**src/rtl/soc_bus_sequencer.sv**
```systemverilog
// soc_bus_sequencer: slave-side OBI sequencer behind the RAM arbiter.
// Decodes addr[31:24] to a local region (RAM 0x00, flash 0x02, UART 0x0A)
// or an external region (0x0E I2C, 0x0F pinmux), runs the external
// handshake under a timeout, and returns error responses for unmapped
// or timed-out accesses.
//
// Ports:
//   clk_i, rst_ni                 clock, async active-low reset
//   req_i/addr_i/we_i/be_i/wdata_i   incoming bus request
//   gnt_o, rvalid_o, rdata_o, err_o  bus handshake and response
//   loc_sel_o, loc_strobe_o, loc_*   latched request + strobe to local slaves
//   ram/flash/uart_rdata_i        local read data (one-cycle sync read)
//   ext_req_o/ext_gnt_i/ext_rvalid_i/ext_rdata_i  external OBI port
//   err_cnt_o, err_addr_o         saturating error count, last error address
module soc_bus_sequencer #(
    parameter int unsigned TIMEOUT_CYCLES = 255,
    parameter logic [31:0] ERR_RDATA      = 32'hBAD0_BAD0
) (
    input  logic        clk_i,
    input  logic        rst_ni,
    input  logic        req_i,
    input  logic [31:0] addr_i,
    input  logic        we_i,
    input  logic [3:0]  be_i,
    input  logic [31:0] wdata_i,
    output logic        gnt_o,
    output logic        rvalid_o,
    output logic [31:0] rdata_o,
    output logic        err_o,
    output logic [2:0]  loc_sel_o,
    output logic        loc_strobe_o,
    output logic [31:0] loc_addr_o,
    output logic        loc_we_o,
    output logic [3:0]  loc_be_o,
    output logic [31:0] loc_wdata_o,
    input  logic [31:0] ram_rdata_i,
    input  logic [31:0] flash_rdata_i,
    input  logic [31:0] uart_rdata_i,
    output logic        ext_req_o,
    input  logic        ext_gnt_i,
    input  logic        ext_rvalid_i,
    input  logic [31:0] ext_rdata_i,
    output logic [7:0]  err_cnt_o,
    output logic [31:0] err_addr_o
);

    typedef enum logic [2:0] {
        S_IDLE,
        S_LGNT,
        S_EREQ,
        S_EGNT,
        S_EWAIT,
        S_RESP
    } state_e;

    localparam logic [7:0] TMO_LAST = 8'(TIMEOUT_CYCLES - 1);

    state_e      state_q;
    logic [7:0]  tmo_q;
    logic        stale_q;
    logic [7:0]  stale_cnt_q;
    logic [31:0] addr_q;
    logic        we_q;
    logic [3:0]  be_q;
    logic [31:0] wdata_q;
    logic [2:0]  sel_q;
    logic        ext_q;
    logic        gnt_q;
    logic        strobe_q;
    logic        rvalid_q;
    logic        err_q;
    logic        ext_req_q;
    logic [31:0] ext_rdata_q;
    logic [7:0]  err_cnt_q;
    logic [31:0] err_addr_q;

    logic [2:0]  req_sel;
    logic        req_ext;
    logic        accept;
    logic        tmo_hit;
    logic        err_evt;

    // Decode of the incoming address, used only to pick the next state
    // at accept time; later states use the latched copy.
    always_comb begin
        req_sel = 3'b000;
        req_ext = 1'b0;
        case (addr_i[31:24])
            8'h00:        req_sel = 3'b001;
            8'h02:        req_sel = 3'b010;
            8'h0A:        req_sel = 3'b100;
            8'h0E, 8'h0F: req_ext = 1'b1;
            default:      ;
        endcase
    end

    // External requests are held off while a late response is still owed.
    assign accept  = req_i && !(req_ext && stale_q);
    assign tmo_hit = (tmo_q == TMO_LAST);

    always_comb begin
        err_evt = 1'b0;
        case (state_q)
            S_LGNT:  err_evt = (sel_q == 3'b000);
            S_EREQ:  err_evt = !ext_gnt_i && tmo_hit;
            S_EWAIT: err_evt = !ext_rvalid_i && tmo_hit;
            default: err_evt = 1'b0;
        endcase
    end

    always_ff @(posedge clk_i or negedge rst_ni) begin
        if (!rst_ni) begin
            state_q     <= S_IDLE;
            tmo_q       <= '0;
            stale_q     <= 1'b0;
            stale_cnt_q <= '0;
            addr_q      <= '0;
            we_q        <= 1'b0;
            be_q        <= '0;
            wdata_q     <= '0;
            sel_q       <= '0;
            ext_q       <= 1'b0;
            gnt_q       <= 1'b0;
            strobe_q    <= 1'b0;
            rvalid_q    <= 1'b0;
            err_q       <= 1'b0;
            ext_req_q   <= 1'b0;
            ext_rdata_q <= '0;
            err_cnt_q   <= '0;
            err_addr_q  <= '0;
        end else begin
            gnt_q    <= 1'b0;
            strobe_q <= 1'b0;
            rvalid_q <= 1'b0;
            err_q    <= 1'b0;

            // Stale window: first external rvalid is swallowed, or the
            // window closes by itself after TIMEOUT_CYCLES cycles.
            if (stale_q) begin
                if (ext_rvalid_i || stale_cnt_q == TMO_LAST) begin
                    stale_q <= 1'b0;
                end else begin
                    stale_cnt_q <= stale_cnt_q + 8'd1;
                end
            end

            if (err_evt) begin
                err_q      <= 1'b1;
                err_addr_q <= addr_q;
                if (err_cnt_q != 8'hFF) begin
                    err_cnt_q <= err_cnt_q + 8'd1;
                end
            end

            case (state_q)
                S_IDLE, S_RESP: begin
                    if (accept) begin
                        addr_q  <= addr_i;
                        we_q    <= we_i;
                        be_q    <= be_i;
                        wdata_q <= wdata_i;
                        sel_q   <= req_sel;
                        ext_q   <= req_ext;
                        if (req_ext) begin
                            state_q   <= S_EREQ;
                            ext_req_q <= 1'b1;
                            tmo_q     <= '0;
                        end else begin
                            state_q  <= S_LGNT;
                            gnt_q    <= 1'b1;
                            strobe_q <= |req_sel;
                        end
                    end else begin
                        state_q <= S_IDLE;
                    end
                end
                S_LGNT: begin
                    state_q  <= S_RESP;
                    rvalid_q <= 1'b1;
                end
                S_EREQ: begin
                    if (ext_gnt_i) begin
                        state_q   <= S_EGNT;
                        ext_req_q <= 1'b0;
                        gnt_q     <= 1'b1;
                    end else if (tmo_hit) begin
                        state_q   <= S_RESP;
                        ext_req_q <= 1'b0;
                        rvalid_q  <= 1'b1;
                    end else begin
                        tmo_q <= tmo_q + 8'd1;
                    end
                end
                S_EGNT: begin
                    state_q <= S_EWAIT;
                    tmo_q   <= '0;
                end
                S_EWAIT: begin
                    if (ext_rvalid_i) begin
                        state_q     <= S_RESP;
                        ext_rdata_q <= ext_rdata_i;
                        rvalid_q    <= 1'b1;
                    end else if (tmo_hit) begin
                        state_q     <= S_RESP;
                        rvalid_q    <= 1'b1;
                        stale_q     <= 1'b1;
                        stale_cnt_q <= '0;
                    end else begin
                        tmo_q <= tmo_q + 8'd1;
                    end
                end
                default: state_q <= S_IDLE;
            endcase
        end
    end

    // Local read data is taken live from the slave during the response
    // cycle; the slave has had one cycle since the strobe.
    always_comb begin
        rdata_o = '0;
        if (rvalid_q) begin
            if (err_q) begin
                rdata_o = ERR_RDATA;
            end else if (ext_q) begin
                rdata_o = ext_rdata_q;
            end else begin
                unique case (1'b1)
                    sel_q[0]: rdata_o = ram_rdata_i;
                    sel_q[1]: rdata_o = flash_rdata_i;
                    sel_q[2]: rdata_o = uart_rdata_i;
                    default:  rdata_o = '0;
                endcase
            end
        end
    end

    assign gnt_o        = gnt_q;
    assign rvalid_o     = rvalid_q;
    assign err_o        = err_q;
    assign loc_sel_o    = sel_q;
    assign loc_strobe_o = strobe_q;
    assign loc_addr_o   = addr_q;
    assign loc_we_o     = we_q;
    assign loc_be_o     = be_q;
    assign loc_wdata_o  = wdata_q;
    assign ext_req_o    = ext_req_q;
    assign err_cnt_o    = err_cnt_q;
    assign err_addr_o   = err_addr_q;

endmodule

```
**config.mk**
```make
export PLATFORM = sky130hd
export DESIGN_NAME = soc_bus_sequencer
export DESIGN_NICKNAME = d
export VERILOG_FILES = /design/src/rtl/soc_bus_sequencer.sv
export SDC_FILE = /design/constraint.sdc
export NUM_CORES = 1
export LEC_CHECK = 0
export BUFFER_PORTS_ARGS = -buffer_cell sky130_fd_sc_hd__buf_2
export CAP_MARGIN = 10
export CORE_AREA = 3 3 137 139
export DETAILED_ROUTE_END_ITERATION = 12
export DIE_AREA = 0 0 140 142
export PLACE_DENSITY = 0.71
export SLEW_MARGIN = 20
export SYNTH_ARGS = -nofsm -noshare
export SYNTH_HDL_FRONTEND = slang
export SYNTH_SLANG_ARGS = --single-unit
```
**constraint.sdc**
```tcl
create_clock -name clk_i -period 3.9 [get_ports clk_i]
set_input_delay 0.78 -clock clk_i [delete_from_list [all_inputs] [get_ports clk_i]]
set_output_delay 0.78 -clock clk_i [all_outputs]
set_load 0.1 [all_outputs]
```
Word-level counts from Yosys, hierarchy flattened:

Cells that the tools add are included.

* eq/ne operators: 17
* reduce and logical (&&, ||, !) cells: 21
* shift operators: 0
* bitwise logic cells: 0
* add/subtract/negate cells: 3
* mux-type cells: 46
* $mul: 0
* order comparisons: 0
* divide/modulo/power cells: 0

Operators by type and width (count)
* $mux W32: 3
* $pmux W32 S3: 1
* $mux W8: 10
* $pmux W8 S4: 1
* $add A8 B1 Y8 const B: 3
* $eq A8 B4 Y1 const B: 3
* $mux W1: 20
* $eq A8 B8 Y1 const B: 2
* $pmux W3 S5: 1
* $mux W3: 4
* $pmux W3 S3: 1
* $eq A8 B2 Y1 const B: 1
* $logic_not A8 Y1: 1
* $ne A2 B2 Y1 const B: 4
* $ne A8 B8 Y1 const B: 1
* $eq A3 B2 Y1 const B: 2
* $eq A3 B3 Y1 const B: 2
* $logic_not A3 Y1: 2
* $pmux W1 S3: 2
* $reduce_and A2 Y1: 3
* $reduce_and A5 Y1: 1
* $logic_and A1 B1 Y1: 4
* $pmux W1 S2: 2
* $reduce_and A4 Y1: 1
* 9 further kinds: 12

* memories: 0
* RAM bits: 0
* output and inout port bits: 149
* ROM bits: 0
* input port bits: 202
* flip-flop bits (word level): 170
* latch bits: 0
* word-level logic and storage cells: 105

Longest topological paths before layout:

Gate-level depths: netlist of the first run.

* depth in word-level cells: 8
* depth in mapped cells: 10
* mapped depth without buffers: 8

Least setup slack after synthesis of the first run:

No wires, ideal clock.

* path kind: reg-to-output
* start point: register sel_q[0] (netlist: loc_sel_o[0])
* end point: output port rdata_o[10]
* data required time: 3.120 ns
* cell stages (with the launch flop): 9
* path buffers: 3
* data arrival time: 3.258 ns
* slack: -0.138 ns
* cells stage by stage: dfrtp_1 clkbuf_1 nor3_1 or2_2 clkbuf_1 clkbuf_1 nor2_1 a21oi_1 nor2_1

* word-level cells in the longest chain between the ends: 4

Ends and longest elaborated chain
* start: declaration: line 66 `logic [2:0] sel_q;`
* start signal: assignment: line 162 `sel_q <= req_sel;`
* $pmux W32 S3: line 227 `unique case (1'b1)`
* $mux W32: line 224 `end else if (ext_q) begin`
* $mux W32: line 222 `if (err_q) begin`
* $mux W32: line 221 `if (rvalid_q) begin`
* end: declaration: line 28 `output logic [31:0] rdata_o,`

No other way between the ends.

Worst setup path in the final report of the first run:

* start point: register rvalid_q (netlist: rvalid_o)
* end point: output port rdata_o[5]

* word-level cells in the longest chain between the ends: 1

Ends and longest elaborated chain
* start: declaration: line 70 `logic rvalid_q;`
* start signal: assignment: line 125 `rvalid_q <= 1'b0;`
* start signal: assignment: line 134 `rvalid_q <= 1'b0;`
* start signal: assignment: line 179 `rvalid_q <= 1'b1;`
* $mux W32: line 221

No other way between the ends.

==> results of run 1 <==
-- flip-flops by register name, indices dropped and copies added, names as in the netlist, 3 cells and up --
name         cells
err_addr_o      32
ext_rdata_q     32
loc_addr_o      32
loc_wdata_o     32
err_cnt_o        8
stale_cnt_q      8
tmo_q            8
loc_be_o         4
loc_sel_o        3
state_q          3
-- stage by stage --
step / util / hold WS (ns) / instances / instance area [sq um] / setup WS, ns
after floorplan: - / 0.481 / 628 / 7790 / 0.319
after global placement: 0.548 / 0.472 / 1174 / 9740 / 1.11
after detailed placement: 0.548 / 0.488 / 1174 / 9740 / 1.08
after CTS: 0.583 / 0.350 / 1206 / 10400 / 0.672
after global routing: 0.583 / 0.380 / 1209 / 10400 / 0.535
final: 0.583 / 0.335 / 1210 / 10400 / 0.692
-- cell families after synthesis --
kind of cell	after synthesis	share of synthesized area
buffers and inverters	50	0.0310
multiplexers	137	0.199
flip-flops	170	0.549
adder cells (fa/ha/maj)	5	0.00807
XOR/XNOR	7	0.00791
AO/OA/AOI/OAI	132	0.121
AND/OR/NAND/NOR	127	0.0846
-- layout make-up --
cell class,count,area (sq um)
Sequential cell,170,4250
Antenna cell,4,10.0
Fill cell,1490,7410
Clock buffer,18,439
Timing Repair Buffer,361,1880
Tap cell,229,287
Multi-Input combinational cell,408,3300
Clock inverter,14,181
Inverter,6,23.8
-- worst min-delay path by stage --
stage	end	slack, ns	depth (start not counted)
after global routing	stale_cnt_q[3]	0.38	1
final	ext_rdata_q[31]	0.34	1
after global placement	ext_req_o	0.47	1
after CTS	ext_rdata_q[1]	0.35	1
after floorplan	err_addr_o[0]	0.48	0
after detailed placement	loc_wdata_o[9]	0.49	1
-- critical path: cells and delay by family, from the launching register on --
kind | cells | cell delay [ns]
buf+inv | 1 | 0.45
flops | 1 | 0.61
simple gates | 2 | 0.95
-- layout by cell type, fill, tap and decap left out, drive strengths merged, types with 2 or more instances in the layout --
cell	n
dfrtp	170
o21a	2
ha	5
bufinv	2
a21oi	44
diode	4
nand2	14
clkbuf	18
a221o	4
or2	2
mux2	135
xor2	3
nand3	6
o21ai	26
clkinvlp	3
a222oi	32
nor2b	5
nand4	6
or3	2
nor3b	3
buf	361
nor3	11
nand2b	4
a22o	2
clkinv	3
xnor2	4
inv	12
and4	2
and2	18
a211oi	2
nor2	43
mux2i	2
and3	9
a31oi	6
a21o	3
-- metal layers --
metal,share of wire,vias up,wire (um)
met3,0.096,36,2190
met1,0.37,3132,8360
li1,-,3005,-
met4,0.028,0,637
met5,0,-,0
met2,0.51,328,11600
==> results summary, run 1 <==
The synthesized instance count is 628. The maximum clock frequency came out at 312 MHz. The flow ran to the end, and the final reports show no timing, DRC or antenna violations. The register bit count reported by yosys is 170. Of the synthesized area, sequential elements account for 0.549. By instance count, the leading cell after synthesis is sky130_fd_sc_hd__dfrtp_1.

The met3 track utilization from global routing came out at 0.0706. The total of warnings raised by yosys is 0. The critical path startpoint category is a register.

The min-delay analysis places its worst path in the category in -> async. The largest net degree at the start of global routing came out at 77. In this run the critical register-to-register path is captured at err_addr_o[29].

The clock net in this run drives a total of 170 sinks. Measured against its own limit, the worst slew margin works out to 0.290. The clock latency reported for the late side of the worst-skew pair came out at 0.42 ns.

Sorting the synthesized cells by area gives the leading types as sky130_fd_sc_hd__dfrtp_1 (55%), sky130_fd_sc_hd__mux2_2 (20%), sky130_fd_sc_hd__a222oi_1 (4.1%), sky130_fd_sc_hd__a21oi_1 (2.8%), sky130_fd_sc_hd__nor2_1 (2.1%). Pin placement for this block handled 351 I/O pins. The number of hold violations in the final report was 0. The required time at the endpoint of the critical path is 3.12 ns.

For this run the aggregate overflow at the end of global routing stands at 0. The tree is rooted in a sky130_fd_sc_hd__clkbuf_16. For flop-to-flop paths, the worst setup slack is 1.28 ns.

The number of antenna violations at the first check in global routing is 3. Row generation in the floorplan step produced 49 rows. After clock tree synthesis, the clock-pin slew on the worst setup and hold paths is 0.07 ns. At the pin with the least slew margin, the transition time is 1.07 ns.

The mean instance size in the synthesized netlist is 12.3 sq um. In this run the critical register-to-register path is launched from state_q[2]. After detailed routing, the total wire length is between 20000 and 25000 um.

The number of library cell types mapped by synthesis came out at 53. The proportion of netlist area held by the largest area contributor is 0.549. The final critical delay including setup and external delays came out at 3.21 ns. The area of the core is around 18000 sq um. The setup TNS came out at 0 ns.

Post-CTS repair changed the size of 0 cells. The critical path is of the reg -> out type. The final HPWL from detailed placement came out at roughly 17000 um. Measured along the x axis, the die boundary spans around 140 um. The first element of the critical path is rvalid_o. The first global-routing pass estimated 34500 um of wire. The global-route met2 utilization is 0.385. The average via count per standard cell came out at 5.37.

The largest driver fanout on the critical path is 18. After synthesis the cells add up to 7750 sq um. The busiest layer in global routing is met2. The number of global-route vias before repair is 6420. The fraction of registers with async set/reset is 1.00. Of the cells placed in the final design, the portion with a size suffix greater than 1 is 0.565. Of the available clock period, the critical path in the final layout requires 0.823. The met1 capacity usage during global routing is 0.254. The clock arrives with 0.0129 ns of skew. The number of hold buffers added after cts came out at 0. The area enclosed by the die boundary came out at 19900 sq um.

In this run the tool buffered the top-level ports with 350 buffer cells. The starting utilization of the core area is 0.436. The synthesized net count came out at around 840. Routability-driven placement finished with a final weighted congestion of 0.946. The relative area change from synthesis to final layout came out at 33.8%. The routed layout has roughly 6500 vias. The number of setup buffers added after CTS came out at 0. Measured along the y axis, the die boundary spans 142 um.

The endpoint arrival time on the critical path is 2.43 ns. The level count of the clock H-tree came out at 4. The synthesized design contains 0 enable-type register cells.

Setup repair after global routing left no endpoint under its margin. The largest incremental delay on the critical path is 0.66 ns. The count of pins over their slew limit came to 0.

The remaining antenna violation count after routing came out at 0. The number of nets in the final layout is 1171. The number of clock buffers inserted by TritonCTS is 17. The number of setup violations in the final report is 0. The tool flagged a number of max-cap violations equal to 0. Sorting the synthesized cells by how often they occur yields sky130_fd_sc_hd__dfrtp_1 (170), sky130_fd_sc_hd__mux2_2 (135), sky130_fd_sc_hd__a21oi_1 (44), sky130_fd_sc_hd__nor2_1 (43), sky130_fd_sc_hd__a222oi_1 (32).

The cell with the largest stage delay on the worst path is sky130_fd_sc_hd__nand2b_1. Walking the worst path, the cells encountered are nand2b_1 > nor2_2 > buf_2. STA classifies the critical path endpoint as a primary output. Across every metal layer, demand over resource in global routing totals 0.220. In this run the worst setup path terminates at rdata_o[5]. The maximum buffer depth of the clock tree is 2. The number of cells traversed by the worst register-to-register path is 5. For this run, the leading register cell type out of synthesis is sky130_fd_sc_hd__dfrtp_1.

The violation count after the first detailed-route iteration is 426. The first-pass detailed-route iteration total is 6. The dominant cell type by area after synthesis is sky130_fd_sc_hd__dfrtp_1.

TritonCTS built the clock tree. For this run, design rule violations remaining after detail routing come to 0. Dividing the detail-routed wire length by the instance count gives 18.8 um.
Power of run 1 is left out: the tool's default activity adds up to more than one toggle a clock period on the data nets, which glitch-free logic cannot reach.
==> run 2, diff against run 1 <==
--- a/config.mk
+++ b/config.mk
@@ -5,12 +5,13 @@
 export SDC_FILE = /design/constraint.sdc
 export NUM_CORES = 1
 export LEC_CHECK = 0
+export ABC_AREA = 1
 export BUFFER_PORTS_ARGS = -buffer_cell sky130_fd_sc_hd__buf_2
 export CAP_MARGIN = 10
-export CORE_AREA = 3 3 137 139
+export CORE_MARGIN = 3
+export CORE_UTILIZATION = 48
 export DETAILED_ROUTE_END_ITERATION = 12
-export DIE_AREA = 0 0 140 142
-export PLACE_DENSITY = 0.71
+export PLACE_DENSITY = 0.76
 export SLEW_MARGIN = 20
 export SYNTH_ARGS = -nofsm -noshare
 export SYNTH_HDL_FRONTEND = slang
==> constraint.sdc (replaced) <==
create_clock -name clk_i -period 3.3 [get_ports clk_i]
set_input_delay 0.66 -clock clk_i [delete_from_list [all_inputs] [get_ports clk_i]]
set_output_delay 0.66 -clock clk_i [all_outputs]
set_load 0.1 [all_outputs]
==> run 2 against run 1 <==
Net effect: worst setup slack got worse by 0.19 ns; global-route usage increased by 3.5 points; register-to-register slack got worse by 0.48 ns; die area decreased by 5.2%; final cell count increased by 31%; clock-buffer cell count increased by 1; critical endpoint is now rdata_o[3]; synthesized cell count increased by 62%; sequential share of layout area decreased by 2.7 points; synthesized area increased by 6.7%.
==> results summary, run 2 <==
The run finished with clean final reports. The maximum buffer depth of the clock tree came out at 2. The average detailed-routed wire length per instance is 15.6 um. The register bit count reported by yosys is 170.

The number of clock buffers inserted by TritonCTS is 17. The quantity of I/O buffers inserted on ports is between 300 and 400. The synthesized netlist occupies a cell area of 8280 sq um. Data on the critical path arrives at its endpoint at approximately 2.1 ns.

Detailed placement finished with a half-perimeter wire length of 18700 um. The first-pass GRT wire length came out at 37400 um. The slew at the pin closest to its max-slew limit is 0.754 ns. The number of cells on the worst reg-to-reg path is 8. The synthesized netlist contains 37 unique library cells. The library cell used most frequently in the layout, excluding fill and tap cells, is sky130_fd_sc_hd__buf_2. The die covers 18900 sq um.

The number of setup buffers added after CTS is 0. The clock reaches the later pin of the worst-skew pair after 0.42 ns. The number of hold violations in the final report came to 0. The setup TNS is 0 ns. The post-placement worst setup slack came out at 0.571 ns.

The first-pass detailed-route iteration total is 6. The minimum setup slack in the final design came out at 0.505 ns. Relative to the synthesized area, the layout overhead comes to 34.4%. The number of hold buffers added after cts came out at 0.

The library cells used most frequently in the layout, excluding fill and tap cells, are sky130_fd_sc_hd__buf_2 (342), sky130_fd_sc_hd__nand2_1 (335), sky130_fd_sc_hd__dfrtp_1 (166), sky130_fd_sc_hd__inv_1 (127), sky130_fd_sc_hd__o21ai_0 (87). The required time at the endpoint of the critical path came out at 2.64 ns. Hold is met by ~0.23 ns.

The proportion of netlist area held by the largest area contributor came out at 0.514. For this run, the number of Yosys warnings is 0. The kind of critical path is reg -> out. The number of max-cap violations is 0.

The path category of the worst min-delay check is in -> async. The level count of the clock H-tree came out at 4. The tree built by TritonCTS fans out to 170 sinks. The non-filler instance count after layout is roughly 1600. The sequential cell area fraction in the yosys report is 0.514. The most common flop cell mapped by yosys is sky130_fd_sc_hd__dfrtp_1.

The final worst-path cycle share came out at 0.847. The critical path startpoint category is a register. The starting utilization of the core area is 0.496. The global-route usage over all layers came out at 0.255. The region available for standard cell placement spans 16700 sq um. Setup repair after global routing left no endpoint under its margin. The floorplan step set the die height to 137 um. The clock transition at the registers of the reported paths is 0.06 ns. In this run the horizontal extent of the chip is 137 um.

Global routing finished with a remaining overflow of 0. Each instance of the synthesized netlist takes up on average 8.13 sq um. The final critical delay including setup and external delays is 2.79 ns.

Between clock sinks in the finished design, the worst skew comes to 0.00982 ns. The number of setup violations in the final report is 0. The number of top-level pins came out at 351. The filler cells instantiated in the layout total between 1000 and 1500. The quantity of gates resized following cts is 0. The number of global-route vias before repair came out at 7493. The tree is rooted in a sky130_fd_sc_hd__clkbuf_16.

The synthesized net count is 1225. The violation count after the first detailed-route iteration is 446. Along the worst path, the maximum fanout reaches 35.

Counting flops with an async set or reset pin after synthesis yields a share of 1.00. The count of pins over their slew limit is 0. In the final design database the tool counted 1556 nets.

The maximum clock frequency came out at 358 MHz. The aggregate routed wire length came out at 24700 um. The number of remaining DRC errors is 0. Summed over all instances, the cell type with the most area after synthesis is sky130_fd_sc_hd__dfrtp_1. The fraction of layout cells with a size suffix above 1 came out at 0.348. The worst setup path is captured at a primary output. The remaining antenna violation count after routing came out at 0. Across all layers, the routed design uses 7911 vias.

After detailed routing, the number of vias per cell comes to 4.99. By area the synthesized netlist is led by sky130_fd_sc_hd__dfrtp_1 (51%), sky130_fd_sc_hd__nand2_1 (15%), sky130_fd_sc_hd__inv_1 (5.8%), sky130_fd_sc_hd__o21ai_0 (5.3%), sky130_fd_sc_hd__mux2_2 (4.4%). The routability-driven placement congestion ratio is 0.837. The most frequently used cell type in the post-synthesis netlist is sky130_fd_sc_hd__nand2_1. TritonCTS built the clock tree. The headroom to the max-slew limit came out at 0.497. The number of synthesized flops with an enable pin came out at 0. In this run, placement finished with an instance count of 1550. The number of antenna violations at the first check in global routing is 3. The largest net degree at the start of global routing is 73. By count the netlist is led by sky130_fd_sc_hd__nand2_1 (335), sky130_fd_sc_hd__dfrtp_1 (170), sky130_fd_sc_hd__inv_1 (127), sky130_fd_sc_hd__o21ai_0 (87), sky130_fd_sc_hd__nand3_1 (61). The number of placement rows came out at 47. After technology mapping, the gate count stands at 1018.
run 2: routing by layer:
metal | track usage | up-vias | share of wire
met1 | 0.303 | 3668 | 0.39
met5 | 0 | - | 0.00081
li1 | - | 3886 | -
met4 | 0.0865 | 2 | 0.028
met3 | 0.0741 | 47 | 0.079
met2 | 0.443 | 308 | 0.50
run 2: worst paths after layout:
| check | startpoint | to | slack, ns |
|---|---|---|---|
| max | loc_sel_o[1] | rdata_o[3] | 0.51 |
| min | rst_ni | ext_rdata_q[25] | 0.23 |
| max reg2reg | tmo_q[0] | err_addr_o[10] | 0.80 |
| min reg2reg | loc_wdata_o[16] | loc_wdata_o[16] | 0.48 |
| max in group asynchronous | rst_ni | loc_wdata_o[17] | 2.26 |
| min in group clk_i | ext_rdata_i[23] | ext_rdata_q[23] | 0.47 |
run 2: cell type report:
cell class / count / area [sq um] / share of cell area
sequential: 170 / 4260 / 0.383
timing repair buffer: 362 / 1980 / 0.178
multi-input combinational: 670 / 3460 / 0.311
antenna: 3 / 7.51 / 0.000675
tap: 220 / 275 / 0.0248
clock buffer: 19 / 443 / 0.0398
clock inverter: 13 / 215 / 0.0194
inverter: 128 / 480 / 0.0432
run 2: kinds of logic after synthesis:
| logic type | synth area share |
|---|---|
| buffers and inverters | 0.0921 |
| AND/OR/NAND/NOR | 0.226 |
| adder cells (fa/ha/maj) | 0.00756 |
| flip-flops | 0.514 |
| multiplexers | 0.0435 |
| XOR/XNOR | 0.0138 |
| AO/OA/AOI/OAI | 0.103 |
run 2: critical path, stage by stage, from the launching register on:
cell and delay [ns]:
sky130_fd_sc_hd__dfrtp_2 0.79, sky130_fd_sc_hd__nand2_1 0.15, sky130_fd_sc_hd__nand3_1 0.13, sky130_fd_sc_hd__nand2_1 0.07, sky130_fd_sc_hd__a21oi_2 0.12, sky130_fd_sc_hd__buf_2 0.45
run 2: stage by stage:
stage,utilization,instance area (sq um)
floorplan,-,8460
global placement,0.626,10500
detailed placement,0.626,10500
CTS,0.665,11100
global route,0.666,11100
finish,0.666,11100
Power of run 2 is left out for the same reason.
